## config.mk

```make
export PLATFORM = sky130hd
export DESIGN_NAME = mc_ctrl
export DESIGN_NICKNAME = d
export VERILOG_FILES = /design/src/rtl/mc_ctrl.sv
export SDC_FILE = /design/constraint.sdc
export NUM_CORES = 1
export LEC_CHECK = 0
export ABC_AREA = 1
export CAP_MARGIN = 30
export CORE_ASPECT_RATIO = 0.9
export CORE_MARGIN = 2
export CORE_UTILIZATION = 42
export DETAILED_ROUTE_END_ITERATION = 6
export GPL_TIMING_DRIVEN = 0
export PLACE_DENSITY = 0.81
export SLEW_MARGIN = 20
export SYNTH_ARGS = -nofsm -noshare
export SYNTH_HDL_FRONTEND = slang
export SYNTH_SLANG_ARGS = --single-unit
```

## constraint.sdc

```tcl
create_clock -name clk -period 2.65 [get_ports clk]
set_input_delay 0.53 -clock clk [delete_from_list [all_inputs] [get_ports clk]]
set_output_delay 0.53 -clock clk [all_outputs]
set_load 0.01 [all_outputs]
```

## src/rtl/mc_ctrl.sv

```systemverilog
// mc_ctrl: multi-cycle control unit for a small MIPS-style core.
//
// Sequences every instruction through FETCH / DECODE / EXEC / MEM / WB,
// parks in MD_WAIT while the multiply/divide unit works, and diverts to EXC
// for interrupts, syscall and reserved instructions.
//
// Ports
//   clk       : clock; all state changes on its rising edge
//   reset     : asynchronous, active-low reset
//   instr     : instruction register contents
//   zero      : ALU equality flag, sampled by beq in EXEC
//   irq       : interrupt request, already masked by CP0 IM/IE
//   exl       : CP0 EXL bit; blocks interrupts while set
//   pc_we, ir_we, reg_we, mem_we, hilo_we, cp0_we : write enables
//   regdst    : 0=rt, 1=rd, 2=$31
//   alusrc    : 0=register, 1=extended immediate
//   memtoreg  : 0=ALU, 1=memory/CP0, 2=PC+4, 3=HI/LO
//   pcsel     : 0=PC+4, 1=branch, 2=jal, 3=jr, 4=EPC, 5=exception vector
//   extop     : 0=zero, 1=sign, 2=lui shift, 3=branch offset, 4=jump index
//   aluop     : 0=add, 1=sub, 2=or, 3=equal
//   md_start  : one-cycle pulse launching the mult/div unit
//   exc_req, exc_code, exc_pc : exception request, cause code, handler address
//   busy      : high while waiting on the mult/div unit

module mc_ctrl #(
  parameter int unsigned MULT_CYCLES = 5,
  parameter int unsigned DIV_CYCLES  = 10,
  parameter logic [31:0] EXC_VECTOR  = 32'h0000_4180
) (
  input  logic        clk,
  input  logic        reset,
  input  logic [31:0] instr,
  input  logic        zero,
  input  logic        irq,
  input  logic        exl,
  output logic        pc_we,
  output logic        ir_we,
  output logic        reg_we,
  output logic        mem_we,
  output logic        hilo_we,
  output logic        cp0_we,
  output logic [1:0]  regdst,
  output logic        alusrc,
  output logic [1:0]  memtoreg,
  output logic [2:0]  pcsel,
  output logic [2:0]  extop,
  output logic [3:0]  aluop,
  output logic        md_start,
  output logic        exc_req,
  output logic [4:0]  exc_code,
  output logic [31:0] exc_pc,
  output logic        busy
);

  typedef enum logic [2:0] {
    S_FETCH   = 3'd0,
    S_DECODE  = 3'd1,
    S_EXEC    = 3'd2,
    S_MEM     = 3'd3,
    S_WB      = 3'd4,
    S_MD_WAIT = 3'd5,
    S_EXC     = 3'd6
  } state_e;

  typedef enum logic [4:0] {
    I_NOP, I_ADD, I_SUB, I_ORI, I_LUI, I_LW, I_SW, I_BEQ, I_JAL, I_JR,
    I_SYSCALL, I_MFC0, I_MTC0, I_ERET, I_MULT, I_MULTU, I_DIV, I_DIVU,
    I_MFHI, I_MFLO, I_MTHI, I_MTLO, I_RI
  } instr_e;

  localparam logic [4:0] CODE_INT = 5'd0;
  localparam logic [4:0] CODE_SYS = 5'd8;
  localparam logic [4:0] CODE_RI  = 5'd10;

  // The EXEC cycle is the first of the N cycles, so MD_WAIT starts at N-1.
  localparam logic [4:0] MULT_LOAD = 5'(MULT_CYCLES - 1);
  localparam logic [4:0] DIV_LOAD  = 5'(DIV_CYCLES - 1);
  localparam bit         MULT_ONE  = (MULT_CYCLES == 1);
  localparam bit         DIV_ONE   = (DIV_CYCLES == 1);

  state_e      state_q, state_d;
  logic [4:0]  cnt_q, cnt_d;
  logic [4:0]  excCode_q, excCode_d;
  instr_e      cls;
  logic [5:0]  opcode;
  logic [5:0]  funct;
  logic [4:0]  rs;

  logic        pcWeComb, irWeComb, regWeComb, memWeComb, hiloWeComb, cp0WeComb;
  logic        mdStartComb, excReqComb;
  logic [2:0]  pcselComb;

  assign opcode = instr[31:26];
  assign funct  = instr[5:0];
  assign rs     = instr[25:21];

  // Instruction classification. Only the all-zero word is a nop; every other
  // unlisted encoding, including COP0 with an unexpected rs, is reserved.
  always_comb begin
    cls = I_RI;
    if (instr == 32'h0000_0000) begin
      cls = I_NOP;
    end else begin
      case (opcode)
        6'h00: begin
          case (funct)
            6'h20:   cls = I_ADD;
            6'h22:   cls = I_SUB;
            6'h08:   cls = I_JR;
            6'h0C:   cls = I_SYSCALL;
            6'h10:   cls = I_MFHI;
            6'h11:   cls = I_MTHI;
            6'h12:   cls = I_MFLO;
            6'h13:   cls = I_MTLO;
            6'h18:   cls = I_MULT;
            6'h19:   cls = I_MULTU;
            6'h1A:   cls = I_DIV;
            6'h1B:   cls = I_DIVU;
            default: cls = I_RI;
          endcase
        end
        6'h0D: cls = I_ORI;
        6'h0F: cls = I_LUI;
        6'h23: cls = I_LW;
        6'h2B: cls = I_SW;
        6'h04: cls = I_BEQ;
        6'h03: cls = I_JAL;
        6'h10: begin
          if (instr == 32'h4200_0018) begin
            cls = I_ERET;
          end else if (rs == 5'b00000) begin
            cls = I_MFC0;
          end else if (rs == 5'b00100) begin
            cls = I_MTC0;
          end else begin
            cls = I_RI;
          end
        end
        default: cls = I_RI;
      endcase
    end
  end

  // Datapath selects depend only on the held instruction, so they stay
  // steady for the whole life of an instruction after FETCH.
  always_comb begin
    regdst   = 2'd0;
    alusrc   = 1'b0;
    memtoreg = 2'd0;
    extop    = 3'd0;
    aluop    = 4'd0;
    case (cls)
      I_ADD:       regdst = 2'd1;
      I_SUB: begin
        regdst = 2'd1;
        aluop  = 4'd1;
      end
      I_ORI: begin
        alusrc = 1'b1;
        extop  = 3'd0;
        aluop  = 4'd2;
      end
      I_LUI: begin
        alusrc = 1'b1;
        extop  = 3'd2;
      end
      I_LW: begin
        alusrc   = 1'b1;
        extop    = 3'd1;
        memtoreg = 2'd1;
      end
      I_SW: begin
        alusrc = 1'b1;
        extop  = 3'd1;
      end
      I_BEQ: begin
        extop = 3'd3;
        aluop = 4'd3;
      end
      I_JAL: begin
        regdst   = 2'd2;
        memtoreg = 2'd2;
        extop    = 3'd4;
      end
      I_MFC0:      memtoreg = 2'd1;
      I_MFHI, I_MFLO: begin
        regdst   = 2'd1;
        memtoreg = 2'd3;
      end
      default: ;
    endcase
  end

  // Next-state and per-state control. Enables are Mealy where the state alone
  // is not enough (interrupt check in FETCH, beq outcome in EXEC).
  always_comb begin
    state_d     = state_q;
    cnt_d       = cnt_q;
    excCode_d   = excCode_q;
    pcWeComb    = 1'b0;
    irWeComb    = 1'b0;
    regWeComb   = 1'b0;
    memWeComb   = 1'b0;
    hiloWeComb  = 1'b0;
    cp0WeComb   = 1'b0;
    mdStartComb = 1'b0;
    excReqComb  = 1'b0;
    pcselComb   = 3'd0;
    case (state_q)
      S_FETCH: begin
        if (irq && !exl) begin
          state_d   = S_EXC;
          excCode_d = CODE_INT;
        end else begin
          irWeComb = 1'b1;
          pcWeComb = 1'b1;
          state_d  = S_DECODE;
        end
      end
      S_DECODE: begin
        case (cls)
          I_RI: begin
            state_d   = S_EXC;
            excCode_d = CODE_RI;
          end
          I_SYSCALL: begin
            state_d   = S_EXC;
            excCode_d = CODE_SYS;
          end
          I_NOP:   state_d = S_FETCH;
          default: state_d = S_EXEC;
        endcase
      end
      S_EXEC: begin
        state_d = S_FETCH;
        case (cls)
          I_BEQ: begin
            pcselComb = 3'd1;
            pcWeComb  = zero;
          end
          I_JAL: begin
            pcselComb = 3'd2;
            pcWeComb  = 1'b1;
            regWeComb = 1'b1;
          end
          I_JR: begin
            pcselComb = 3'd3;
            pcWeComb  = 1'b1;
          end
          I_ERET: begin
            pcselComb = 3'd4;
            pcWeComb  = 1'b1;
          end
          I_MTC0:         cp0WeComb  = 1'b1;
          I_MTHI, I_MTLO: hiloWeComb = 1'b1;
          I_MULT, I_MULTU: begin
            mdStartComb = 1'b1;
            if (MULT_ONE) begin
              hiloWeComb = 1'b1;
            end else begin
              cnt_d   = MULT_LOAD;
              state_d = S_MD_WAIT;
            end
          end
          I_DIV, I_DIVU: begin
            mdStartComb = 1'b1;
            if (DIV_ONE) begin
              hiloWeComb = 1'b1;
            end else begin
              cnt_d   = DIV_LOAD;
              state_d = S_MD_WAIT;
            end
          end
          I_LW, I_SW: state_d = S_MEM;
          default:    state_d = S_WB;
        endcase
      end
      S_MEM: begin
        if (cls == I_SW) begin
          memWeComb = 1'b1;
          state_d   = S_FETCH;
        end else begin
          state_d = S_WB;
        end
      end
      S_WB: begin
        regWeComb = 1'b1;
        state_d   = S_FETCH;
      end
      // Interrupts are deliberately ignored here; they are taken at the
      // FETCH that follows the HI/LO write.
      S_MD_WAIT: begin
        cnt_d = (cnt_q != 5'd0) ? (cnt_q - 5'd1) : 5'd0;
        if (cnt_q <= 5'd1) begin
          hiloWeComb = 1'b1;
          state_d    = S_FETCH;
        end
      end
      S_EXC: begin
        excReqComb = 1'b1;
        pcWeComb   = 1'b1;
        pcselComb  = 3'd5;
        state_d    = S_FETCH;
      end
      default: state_d = S_FETCH;
    endcase
  end

  always_ff @(posedge clk or negedge reset) begin
    if (!reset) begin
      state_q   <= S_FETCH;
      cnt_q     <= 5'd0;
      excCode_q <= 5'd0;
    end else begin
      state_q   <= state_d;
      cnt_q     <= cnt_d;
      excCode_q <= excCode_d;
    end
  end

  // The state register already reads FETCH while reset is low, so the
  // strobes are gated with reset to keep FETCH's enables quiet during reset.
  assign pc_we    = pcWeComb    & reset;
  assign ir_we    = irWeComb    & reset;
  assign reg_we   = regWeComb   & reset;
  assign mem_we   = memWeComb   & reset;
  assign hilo_we  = hiloWeComb  & reset;
  assign cp0_we   = cp0WeComb   & reset;
  assign md_start = mdStartComb & reset;
  assign exc_req  = excReqComb  & reset;
  assign pcsel    = pcselComb;
  assign exc_code = excCode_q;
  assign exc_pc   = EXC_VECTOR;
  assign busy     = (state_q == S_MD_WAIT);

endmodule
```

==> results of run 1 <==
## cell families after synthesis
group,Yosys count
AOI/OAI and AO/OA,21
xor gates and xnor gates,1
adders and majority gates,2
buffers and inverters,94
DFF,10
other,2
and+or+nand+nor,228
## worst max-delay path by stage
stage / startpoint / endpoint / slack [ns]
CTS: instr[1] / pc_we / -0.01
floorplan: instr[20] / md_start / 0.28
detailed placement: instr[0] / regdst[0] / -0.93
global placement: instr[0] / regdst[0] / -0.92
global route: instr[5] / cp0_we / -0.26
finish: instr[5] / cp0_we / -0.23
## cell type report
cell class	count	area, µm²	share of cell area [%]
clock buffer	3	41.3	1.17
timing repair buffer	108	885	25.0
tap	65	81.3	2.30
sequential	10	250	7.06
multi-input combinational	289	1790	50.4
buffer	38	282	7.94
inverter	56	218	6.14
## synthesized netlist by cell type (2+ instances only)
master / instances
nor2_2: 8
nand3_1: 30
nor3_1: 2
o211ai_1: 4
inv_1: 50
nor2_4: 6
nand4_1: 6
inv_2: 6
nor2_1: 57
buf_4: 37
a21oi_1: 4
o21ai_0: 5
a31oi_1: 2
o21ai_1: 2
dfrtp_1: 10
ha_1: 2
nand2_1: 85
nand2_2: 12
a21oi_2: 2
conb_1: 2
nand3_2: 14
nand2_4: 2
## flip-flops by register name, indices dropped and copies added (netlist names)
register / count
exc_code: 2
cnt_q: 5
state_q: 3
## worst reg2reg max path, cell delays in order, from the launching register on
cell and delay, ns:
dfrtp_1 0.31, clkbuf_1 0.29, inv_1 0.15, nor2_2 0.31, inv_1 0.24, nand3_1 0.16, nand2_1 0.07, nand3_1 0.08
nand2_1 0.06
## per-layer routing
metal	global-route usage [%]	share of wire [%]	up-vias
met5	0	0	-
met4	12.1	6.2	0
met3	4.08	9.7	73
met2	46.7	49	250
met1	26.5	35	1358
li1	-	-	1340
## power breakdown
part	internal (mW)	switching [mW]	leakage, nW
sequential	0.220	0.0607	0.124
clock	0.0997	0.0622	0.0216
combinational	0.339	0.516	1.79
total	0.659	0.639	1.94
## what timing repair did
action / in CTS / in global routing
hold buffers: 0 / 0
buffers inserted: 37 / 13
gates resized for setup: 199 / 56
endpoints found under the hold margin: 0 / 0
endpoints found under the setup margin: 18 / 13
pin swaps: 52 / 47
==> metrics.md, run 1 <==
| Metric | Value |
|---|---|
| Slowest stage delay, CP | 0.21 ns |
| Avg Inst Size Synth | 5.77 µm² |
| Synth cell types | 32 |
| Count of input and output buffers | 60 |
| Worst Setup Slack, final | -0.228 ns |
| R2r setup slk | 0.87 ns |
| Top-Level Pins | 98 |
| Final core utilization | 73.8% |
| Layout Nets | 545 |
| Setup TNS | -1.11 ns |
| Final setup viols | 9 |
| Final Hold Vio Count | 0 |
| Core Region | 4800 µm² |
| Slew Viols, Final | 0 |
| Ant diodes | 0 |
| Critical path cell sequence | buf_4 > inv_4 > nand2_4 > buf_4 > nor2_1 > nand2_1 > nor2_1 > nand2_1 > nand2_1 > nand2_1 > nand3_2 > nand2_2 > nor3_2 > and3_1 > buf_2 |
| Synth Area in Adders | 1.21% |
| Synth async-reset ratio | 100% |
| Global route overflow | 0 |
| Cell count after synthesis | 358 |
| Hold Slack | 0.264 ns |
| Drt pass-1 iters | 6 |
| Via density | 5.31 |
| Worst Path Required | 2.12 ns |
| # DRC | 0 |
| Pwr dens | 366 nW/µm² |
| WL final | 8850 µm |
| Area after DPL | 2880 µm² |
| Vias in the first global route | 2637 |
| Largest family of logic cells by synthesized area | simple AND/OR/NAND/NOR gates |
| Share of cells above drive strength 1 | 45.8% |
| Yosys top cell area share | 15.4% |
| Path depth of the worst reg2reg path | 8 |
| Starting Density | 43.0% |
| Failing checks | setup timing |
| Clk_lat worst skew | 0.24 ns |
| Yosys warning count | 0 |
| Compound-Gate Fraction of Synth Area | 6.24% |
| Most used cell, CP | nand2_1 |
| Critical path class | in -> out |
| GRT Total Usage | 24.7% |
| Mean routed wirelength per cell | 15.6 µm |
| Crit-path leading delay family | simple AND/OR/NAND/NOR gates |
| Chip Height | 70.5 µm |
| Synth area leaders | nand2_1 (15%), buf_4 (13%), dfrtp_1 (12%) |
| Unrepaired setup endpoints after global routing | yes |
| Min-delay worst type | in -> async |
| Clock Sinks | 10 |
| Clk slew on worst S/H paths | 0.05 ns |
| Cts bufs inserted | 3 |
| Post-Synth Simple-Gate Area | 55.8% |
| Via count | 3021 |
| Mapped Area | 2070 µm² |
| First-pass GRT wire length | 11200 µm |
| #FFs+latches synth | 10 |
| Status | finished with violations |
| Critical path launch point type | primary input |
| Die W | 77.9 µm |
| Post-synthesis xor/xnor area fraction | 0.424% |
| Die ar. | 5500 µm² |
| Antenna viol nets, final | 0 |
| Post-Place Cells | 518 |
| Fin area | 3540 µm² |
| Fmax | 0.347 GHz |
| Initial antenna violation count | 0 |
| Starting DRT DRC Count | 318 |
| Largest net degree at the start of global routing | 13 |
| Rows | 24 |
| CP Depth | 15 |
| Reg2reg end | cnt_q[0]$_DFFE_PN0P_ |
| Clk buf depth | 2 |
| Peak VDD IR | 0.000246 V |
| Layout area overhead | 71.5% |
| Tmin final | 2.88 ns |
| Fill cell count | 347 |
| Critical path data arrival time | 2.35 ns |
| Commonest non-fill, non-tap cells in the layout | buf_4 (80), nand2_1 (69), inv_1 (43), conb_1 (37), nor2_1 (33) |
| Htree depth | 1 |
| CTS root buffer | clkbuf_8 |
| Post-synth top area cell | nand2_1 |
| Crit end category | output port |
| CP max-delay cell | nor3_2 |
| Post-synthesis mux area share | 0% |
| Routability cong. | 0.880 |
| Layout Skew | 0.00366 ns |
| Fin cells | 569 |
| Prevailing post-synth register cell | dfrtp_1 |
| CP max FO | 4 |
| CTS tree | built |
| P_leak | 1.94 nW |
| Buf+Inv Stages, Crit Path | 4 |
| Max-cap check violation count | 0 |
| Final cycle utilization of the critical path | 109% |
| Post-synth EDFFs | 0 |
| Design Power | 1.30 mW |
| Sequential-to-total area share from yosys stat | 12.1% |
| Most common cell after layout, fill and taps aside | buf_4 |
| DP HPWL | 4600 µm |
| Reg2reg start | state_q[2]$_DFFE_PN0P_ |
| Placement-stage worst setup slack | -0.926 ns |
Power figures use the tool's default switching activity.
==> inputs of run 2 (changes only) <==
==> constraint.sdc (replaced) <==
create_clock -name clk -period 2.65 [get_ports clk]
set_input_delay 0.6625 -clock clk [delete_from_list [all_inputs] [get_ports clk]]
set_output_delay 0.6625 -clock clk [all_outputs]
set_load 0.01 [all_outputs]
==> run 2 against run 1 <==
The run still ends with setup timing left. Final cell count increased by 1.9%. Final area increased by 0.95%. Combinational power down 2%. Clock skew down 0.0021 ns. Die area did not move. Critical path type unchanged. Largest cell class unchanged.
==> metrics.md, run 2 (synthesis results as in run 1) <==
| Metric | Value |
|---|---|
| Status | finished with violations |
| Failing checks | setup timing |
| Most used cell, CP | nor2_4 |
| Critical path class | in -> out |
| Clk_lat worst skew | 0.24 ns |
| Mean routed wirelength per cell | 16.3 µm |
| Reg2reg end | cnt_q[0]$_DFFE_PN0P_ |
| Routability cong. | 0.880 |
| Setup TNS | -5.01 ns |
| WL final | 9440 µm |
| Chip Height | 70.5 µm |
| Top-Level Pins | 98 |
| Drt pass-1 iters | 6 |
| CTS root buffer | clkbuf_8 |
| DP HPWL | 4600 µm |
| Critical path cell sequence | buf_8 > nor2_4 > nand2_2 > nor2_4 > nand2_1 > nand2_1 > inv_2 > nand2_4 > nand2_4 > nor2_4 > nand3_2 > o22ai_2 > inv_1 > nor2_1 > buf_2 |
| Unrepaired setup endpoints after global routing | yes |
| GRT Total Usage | 26.6% |
| Htree depth | 1 |
| Layout Nets | 556 |
| Cts bufs inserted | 3 |
| Reg2reg start | state_q[2]$_DFFE_PN0P_ |
| Most common cell after layout, fill and taps aside | buf_4 |
| Share of cells above drive strength 1 | 48.9% |
| Post-CTS Hold Fix Bufs | 0 |
| Critical path launch point type | primary input |
| Rows | 24 |
| Min-delay worst type | in -> async |
| Final setup viols | 13 |
| Design Power | 1.29 mW |
| Core Region | 4800 µm² |
| Worst Path Required | 1.99 ns |
| R2r setup slk | 0.79 ns |
| Met2 WL post-DR | 4500 µm |
| Register area | 250 µm² |
| Clock Sinks | 10 |
| Top reg by flops | cnt_q |
| Global route overflow | 0 |
| CP max-delay cell | nor2_4 |
| Crit end category | output port |
| Max reg flops | 5 |
| Multi-input gate area | 1770 µm² |
| Ant diodes | 0 |
| First-pass GRT wire length | 11900 µm |
| Pwr dens | 359 nW/µm² |
| Tmin final | 3.21 ns |
| Via count | 3106 |
| CP max FO | 5 |
| CTS tree | built |
| Fin cells | 580 |
| Max-cap check violation count | 0 |
| Final core utilization | 74.5% |
| Count of input and output buffers | 60 |
| Post-Place Cells | 518 |
| Buf+Inv Stages, Crit Path | 4 |
| Peak VDD IR | 0.000242 V |
| Layout Skew | 0.00154 ns |
| Fill cell count | 338 |
| Commonest non-fill, non-tap cells in the layout | buf_4 (88), nand2_1 (68), inv_1 (43), conb_1 (37), nor2_1 (35) |
| Die W | 77.9 µm |
| Clk slew on worst S/H paths | 0.05 ns |
| Fmax | 0.312 GHz |
| Slowest stage delay, CP | 0.23 ns |
| Final Hold Vio Count | 0 |
| Layout area overhead | 73.2% |
| Slew Viols, Final | 0 |
| Starting DRT DRC Count | 488 |
| Worst Setup Slack, final | -0.558 ns |
| P_leak | 2.02 nW |
| Final cycle utilization of the critical path | 121% |
| Vias in the first global route | 2675 |
| Initial antenna violation count | 0 |
| Crit-path leading delay family | simple AND/OR/NAND/NOR gates |
| Starting Density | 43.0% |
| Top Layer Used | met4 |
| Die ar. | 5500 µm² |
| Met3 WL | 929 µm |
| # DRC | 0 |
| M1 WL | 3230 µm |
| Largest net degree at the start of global routing | 13 |
| Critical path data arrival time | 2.55 ns |
| Antenna viol nets, final | 0 |
| Path depth of the worst reg2reg path | 8 |
| Via density | 5.36 |
| Clk buf depth | 2 |
[run 2: what timing repair did]
| item | in CTS | in global routing |
|---|---|---|
| setup buffers | 49 | 11 |
| cloned | 0 | 0 |
| pin swaps | 56 | 32 |
| resized for setup | 233 | 49 |
| setup endpoints to repair | 21 | 17 |
[run 2: worst max path at each step]
stage	startpoint	endpoint	slack, ns	cells after the start
CTS	instr[1]	pc_we	-0.28	13
finish	instr[28]	hilo_we	-0.56	15
global route	instr[6]	md_start	-0.70	15
global placement	instr[0]	regdst[0]	-1.19	11
detailed placement	instr[0]	regdst[0]	-1.19	11
floorplan	instr[20]	md_start	0.01	13
[run 2: routing by layer]
layer	vias up	global-route usage, %
met2	267	50.6
met3	97	3.83
met1	1380	28.5
li1	1362	-
met4	0	13.8
met5	-	0
[run 2: cell type report]
| type | instances | share of cell area [%] |
|---|---|---|
| Timing Repair Buffer | 119 | 26.0 |
| Sequential cell | 10 | 7.00 |
| Multi-Input combinational cell | 289 | 49.5 |
| Buffer | 38 | 7.87 |
| Clock buffer | 3 | 1.15 |
| Inverter | 56 | 6.30 |
| Tap cell | 65 | 2.27 |
[run 2: through the flow]
stage                     hold WS (ns)  cell area [µm²]  worst slack, ns
after global routing             0.311             3580           -0.701
after global placement           0.487             2880            -1.19
final                            0.304             3580           -0.558
after detailed placement         0.513             2880            -1.19
after floorplan                  0.367             2200           0.0149
after CTS                        0.292             3340           -0.282
[run 2: report_power, final]
group | switching, mW | internal, mW
Combinational | 0.514 | 0.324
Clock | 0.0669 | 0.100
Sequential | 0.0599 | 0.220
==> inputs of run 3 (changes only) <==
CTS_CLUSTER_DIAMETER = 50   (was not set)
==> results of run 3 <==
No change in the layout: final DEF, timing and power equal those of run 2.
